$ cat src/rtl/lenet_layer_sequencer.sv
// Layer-chain scheduler: launches each stage in turn, releases it once its output is consumed,
// and reports completion plus run length. Optional per-stage watchdog under `SEQ_TIMEOUT_EN`.
module lenet_layer_sequencer #(
   parameter int NUM_STAGES     = 4,
   parameter int IDX_W          = 2,
   parameter int CNT_W          = 32,
   parameter int TIMEOUT_CYCLES = 100000
) (
   input  logic                  clk,
   input  logic                  reset,
   input  logic                  start,
   input  logic                  done_ack,
   input  logic                  clear_error,
   input  logic [NUM_STAGES-1:0] stage_finished,
   output logic [NUM_STAGES-1:0] stage_enable,
   output logic [NUM_STAGES-1:0] stage_reply,
   output logic                  busy,
   output logic                  done,
   output logic                  error,
   output logic [IDX_W-1:0]      current_stage,
   output logic [CNT_W-1:0]      run_cycles
);

   localparam logic [2:0] S_IDLE   = 3'd0;
   localparam logic [2:0] S_LAUNCH = 3'd1;
   localparam logic [2:0] S_WAIT   = 3'd2;
   localparam logic [2:0] S_ACK    = 3'd3;
   localparam logic [2:0] S_DONE   = 3'd4;
   localparam logic [2:0] S_ERROR  = 3'd5;

   localparam logic [IDX_W-1:0] LAST_IDX = IDX_W'(NUM_STAGES - 1);

   logic [2:0]       state_q, state_d;
   logic [IDX_W-1:0] idx_q, idx_d;
   logic [CNT_W-1:0] cyc_q, cyc_d;
   logic             fin_cur;
   logic             timeout;

   // Only the finished flag of the stage being sequenced matters.
   assign fin_cur = stage_finished[idx_q];

`ifdef SEQ_TIMEOUT_EN
   localparam int WAIT_W = (TIMEOUT_CYCLES > 2) ? $clog2(TIMEOUT_CYCLES) : 1;

   logic [WAIT_W-1:0] wait_q, wait_d;

   assign timeout = (wait_q == WAIT_W'(TIMEOUT_CYCLES - 1));
`else
   logic unused_timeout;

   assign timeout        = 1'b0;
   assign unused_timeout = clear_error & (TIMEOUT_CYCLES > 0);
`endif

   always_comb begin
      // NOTE: every signal gets a default before the case so no path leaves it unassigned,
      // which would otherwise infer a latch.
      state_d = state_q;
      idx_d   = idx_q;
      cyc_d   = cyc_q;
`ifdef SEQ_TIMEOUT_EN
      wait_d  = wait_q;
`endif
      case (state_q)
         S_IDLE: begin
            if (start) begin
               state_d = S_LAUNCH;
               idx_d   = '0;
               cyc_d   = '0;
            end
         end
         S_LAUNCH: begin
            state_d = S_WAIT;
`ifdef SEQ_TIMEOUT_EN
            wait_d  = '0;
`endif
         end
         S_WAIT: begin
            if (fin_cur) begin
               state_d = (idx_q == LAST_IDX) ? S_DONE : S_ACK;
            end else if (timeout) begin
               state_d = S_ERROR;
            end else begin
`ifdef SEQ_TIMEOUT_EN
               wait_d = wait_q + 1'b1;
`endif
            end
         end
         S_ACK: begin
            if (idx_q == LAST_IDX) begin
               state_d = S_IDLE;
            end else begin
               state_d = S_LAUNCH;
               idx_d   = idx_q + 1'b1;
            end
         end
         S_DONE: begin
            if (done_ack) state_d = S_ACK;
         end
`ifdef SEQ_TIMEOUT_EN
         S_ERROR: begin
            if (clear_error) state_d = S_IDLE;
         end
`endif
         default: state_d = S_IDLE;
      endcase

      // The run counter advances only while the chain is actively being sequenced.
      if ((state_q == S_LAUNCH || state_q == S_WAIT || state_q == S_ACK) && (cyc_q != '1)) begin
         cyc_d = cyc_q + 1'b1;
      end
   end

   // NOTE: state registers use non-blocking assignments so every flop samples pre-edge values.
   always_ff @(posedge clk or negedge reset) begin
      if (!reset) begin
         state_q <= S_IDLE;
         idx_q   <= '0;
         cyc_q   <= '0;
      end else begin
         state_q <= state_d;
         idx_q   <= idx_d;
         cyc_q   <= cyc_d;
      end
   end

`ifdef SEQ_TIMEOUT_EN
   always_ff @(posedge clk or negedge reset) begin
      if (!reset) wait_q <= '0;
      else        wait_q <= wait_d;
   end

   assign error = (state_q == S_ERROR);
`else
   assign error = 1'b0;
`endif

   always_comb begin
      for (int i = 0; i < NUM_STAGES; i++) begin
         stage_enable[i] = (state_q == S_LAUNCH) && (idx_q == IDX_W'(i));
         stage_reply[i]  = (state_q == S_ACK)    && (idx_q == IDX_W'(i));
      end
   end

   assign busy          = (state_q == S_LAUNCH) || (state_q == S_WAIT) ||
                          (state_q == S_ACK)    || (state_q == S_DONE);
   assign done          = (state_q == S_DONE);
   assign current_stage = idx_q;
   assign run_cycles    = cyc_q;

endmodule

$ cat config.mk
export PLATFORM = sky130hd
export DESIGN_NAME = lenet_layer_sequencer
export DESIGN_NICKNAME = d
export VERILOG_FILES = /design/src/rtl/lenet_layer_sequencer.sv
export SDC_FILE = /design/constraint.sdc
export NUM_CORES = 1
export LEC_CHECK = 0
export BUFFER_PORTS_ARGS = -buffer_cell sky130_fd_sc_hd__buf_2
export CAP_MARGIN = 30
export CORE_UTILIZATION = 49
export DETAILED_ROUTE_END_ITERATION = 12
export PLACE_DENSITY = 0.89
export SLEW_MARGIN = 40
export SYNTH_ARGS = -nofsm -noshare
export SYNTH_HDL_FRONTEND = slang
export SYNTH_SLANG_ARGS = --single-unit
$ cat constraint.sdc
create_clock -name clk -period 2.3 [get_ports clk]
set_input_delay 0.115 -clock clk [delete_from_list [all_inputs] [get_ports clk]]
set_output_delay 0.115 -clock clk [all_outputs]
set_load 0.01 [all_outputs]
==> reports/qor.csv <==
metric;value;unit
status;finished clean;
syn-num-nets;282;
clockPowerShare;19.2;%
finalWirelength;5850;µm
startpoint_type;flop;
final_cell_mix;50 x buf_2, 41 x buf_4, 37 x dfrtp_1;
synth-seq-cells;37;
via_per_inst;5.87;
cts_made_buffers;5;
finalHoldViolCount;0;
numPortBuffers;51;
syn_area;2290;µm²
cts.sinks;37;
antenna_cells;0;
synth-seq-area-share;40.4;%
cp.arrival;2390;ps
tns;0;ps
hold_slack;192;ps
cp.buffers_inverters;2;
layout_commonest_cell;buf_2;
fmax;461;MHz
p_int;1.35;mW
cp_common_cell;buf_4;
cts_tree;done;
start_util;51.9;%
crit_chain;ha_1 -> and3_2 -> nand4_4 -> nor4_4 -> buf_4 -> or2_1 -> buf_4 -> or4_1 -> nand3_1;
cp_slowest_cell;or4_1;
die_x;70.4;µm
grt_max_degree;38;
worst_pin_slew;645;ps
dr.pass1.iters;4;
worst_skew_pair.late_latency;280;ps
grt_pass1_vias;2216;
wl_per_cell;14.3;µm
p_seq_share;33.3;%
grt_pass1_wl;9890;µm
htree_levels;2;
synth_cells;268;
ioPinCount;54;
core-area;4410;µm²
vdd_drop_max;0.706;mV
die_h;70.4;µm
synth.avg_cell_area;8.55;µm²
p_per_area;769;nW/µm²
r2r_slack;130;ps
overflow;0;
drv_slew;0;
cp_top_family;simple AND/OR/NAND/NOR gates;
antenna_left;0;
crit_type;reg2reg;
antenna_found_initial;0;
drt_iter0_markers;183;
comb_power_share;47.5;%
place.gp.congestion;0.893;
crit_path_end_kind;flop;
required;2520;ps
clockBufferDepth;2;
grt_setup_unrepaired;false;
leakagePower;1.48;nW
synthDistinctLibCells;45;
grt_usage;24.7;%
fin_nets;369;
num_rows;24;
p_sw_share;40.1;%
maxSlewHeadroom;57.0;%
finalCritPeriodShare;94.3;%
setup_viol;0;
p_sw;0.905;mW
layout-drive-gt1-share;29.5;%
slowest_delay;460;ps
dieArea;4960;µm²
routed-via-count;2396;
ys_warn_count;0;
period_needed;2170;ps
drc_errors;0;
clk_pin_slew;70;ps
hp-class;in2reg;
finClkSkew;4.95;ps
post_cts.repair.setup_buffers;0;
drv_cap;0;
syn_to_final_growth;28.0;%
dp_hpwl;4300;µm
critPathMaxFanout;11;
cts_root_buf;clkbuf_8;
registers in the layout (all words and copies together) (netlist names):
register       flops
run_cycles        32
state_q            3
current_stage      2
area by class of cell:
type,count,area [µm²]
fill,355,1480
multi-input combinational,206,1230
sequential,37,926
timing repair buffer,93,588
clock buffer,8,80.1
tap,52,65.1
inverter,12,45.0
logic make-up (layout without fill, tap and decap cells):
kind of cell,count (synthesis),after routing,share of synthesized area [%]
buf+inv,25,113,6.06
xor+xnor,1,1,0.382
mux,3,3,1.86
simple gates,125,125,29.7
other cells,1,1,0.164
fa+ha+maj,5,5,2.73
flops,37,37,40.4
compound gates,71,71,18.7
per-layer routing:
layer  vias to the layer above  track usage [%]  part of all wire (%)
li1                       1158                -                     -
met1                      1135             32.2                    44
met2                        94             41.7                    50
met3                         9             3.75                   5.6
met4                         0             8.22                  0.89
met5                         -                0                     0
stage by stage:
stage                     setup slack (ps)  util (%)  total power [mW]  cells  area [µm²]
after floorplan                       4.17         -              1.46    268        2290
after global placement                16.1      64.3              1.76    399        2840
after detailed placement               142      64.4              1.81    399        2840
after CTS                              128      66.4              2.25    408        2930
after global routing                  2.69      66.5              2.40    408        2930
final                                  131      66.5              2.26    408        2930
worst min-delay path, cell delays in order:
cell     delay (ps)
buf_2            90
nor3_1           40
a31oi_1         140
nor2_1           50
timing repair:
item | CTS | global route
hold endpoints to repair | 37 | 0
hold buffers | 1 | 0
gates resized for setup | 0 | 0
cells in the mapped netlist:
cell type | number | area, µm²
a211oi_1 | 1 | 7.51
a21boi_0 | 1 | 7.51
a21o_1 | 3 | 22.5
a21oi_1 | 13 | 65.1
a221o_1 | 3 | 30.0
a22o_1 | 2 | 17.5
a31oi_1 | 2 | 12.5
and2_1 | 9 | 56.3
and3_1 | 11 | 68.8
and3_2 | 1 | 7.51
and4_1 | 3 | 26.3
and4_2 | 1 | 10.0
buf_12 | 1 | 20.0
buf_2 | 5 | 25.0
buf_4 | 2 | 15.0
buf_6 | 2 | 22.5
clkbuf_1 | 3 | 11.3
conb_1 | 1 | 3.75
dfrtp_1 | 37 | 926
ha_1 | 5 | 62.6
inv_1 | 12 | 45.0
mux2i_1 | 2 | 20.0
mux4_2 | 1 | 22.5
nand2_1 | 26 | 97.6
nand3_1 | 16 | 80.1
nand4_1 | 9 | 56.3
nand4_4 | 1 | 21.3
nor2_1 | 18 | 67.6
nor2b_1 | 3 | 18.8
nor3_1 | 14 | 70.1
nor3b_1 | 1 | 7.51
nor4_4 | 1 | 21.3
o211ai_1 | 1 | 7.51
o21ai_0 | 34 | 170
o21bai_1 | 1 | 7.51
o311ai_0 | 2 | 17.5
o31ai_1 | 5 | 37.5
o32ai_1 | 2 | 17.5
o41ai_1 | 1 | 8.76
or2_1 | 1 | 6.26
or2_2 | 1 | 6.26
or3_1 | 7 | 43.8
or3_2 | 1 | 7.51
or4_1 | 1 | 7.51
xnor2_1 | 1 | 8.76
power by group through the flow:
stage | registers, mW | logic [mW] | clock network, mW
finish | 0.751 | 1.07 | 0.434
global route | 0.758 | 1.18 | 0.467
CTS | 0.750 | 1.06 | 0.440
detailed placement | 0.763 | 1.04 | 0
global placement | 0.757 | 1.00 | 0
floorplan | 0.805 | 0.655 | 0
worst paths after layout:
| check | startpoint | cells past startpoint | endpoint |
|---|---|---|---|
| worst max-delay path | run_cycles[0] | 9 | run_cycles[31] |
| worst min-delay path | done_ack | 4 | state_q[2] |
| worst max register to register | run_cycles[0] | 9 | run_cycles[31] |
| worst min register to register | run_cycles[28] | 1 | run_cycles[28] |
| max in group asynchronous | reset | 2 | current_stage[0] |
| min in group asynchronous | reset | 2 | run_cycles[28] |
(Power assumes the default switching activity.)
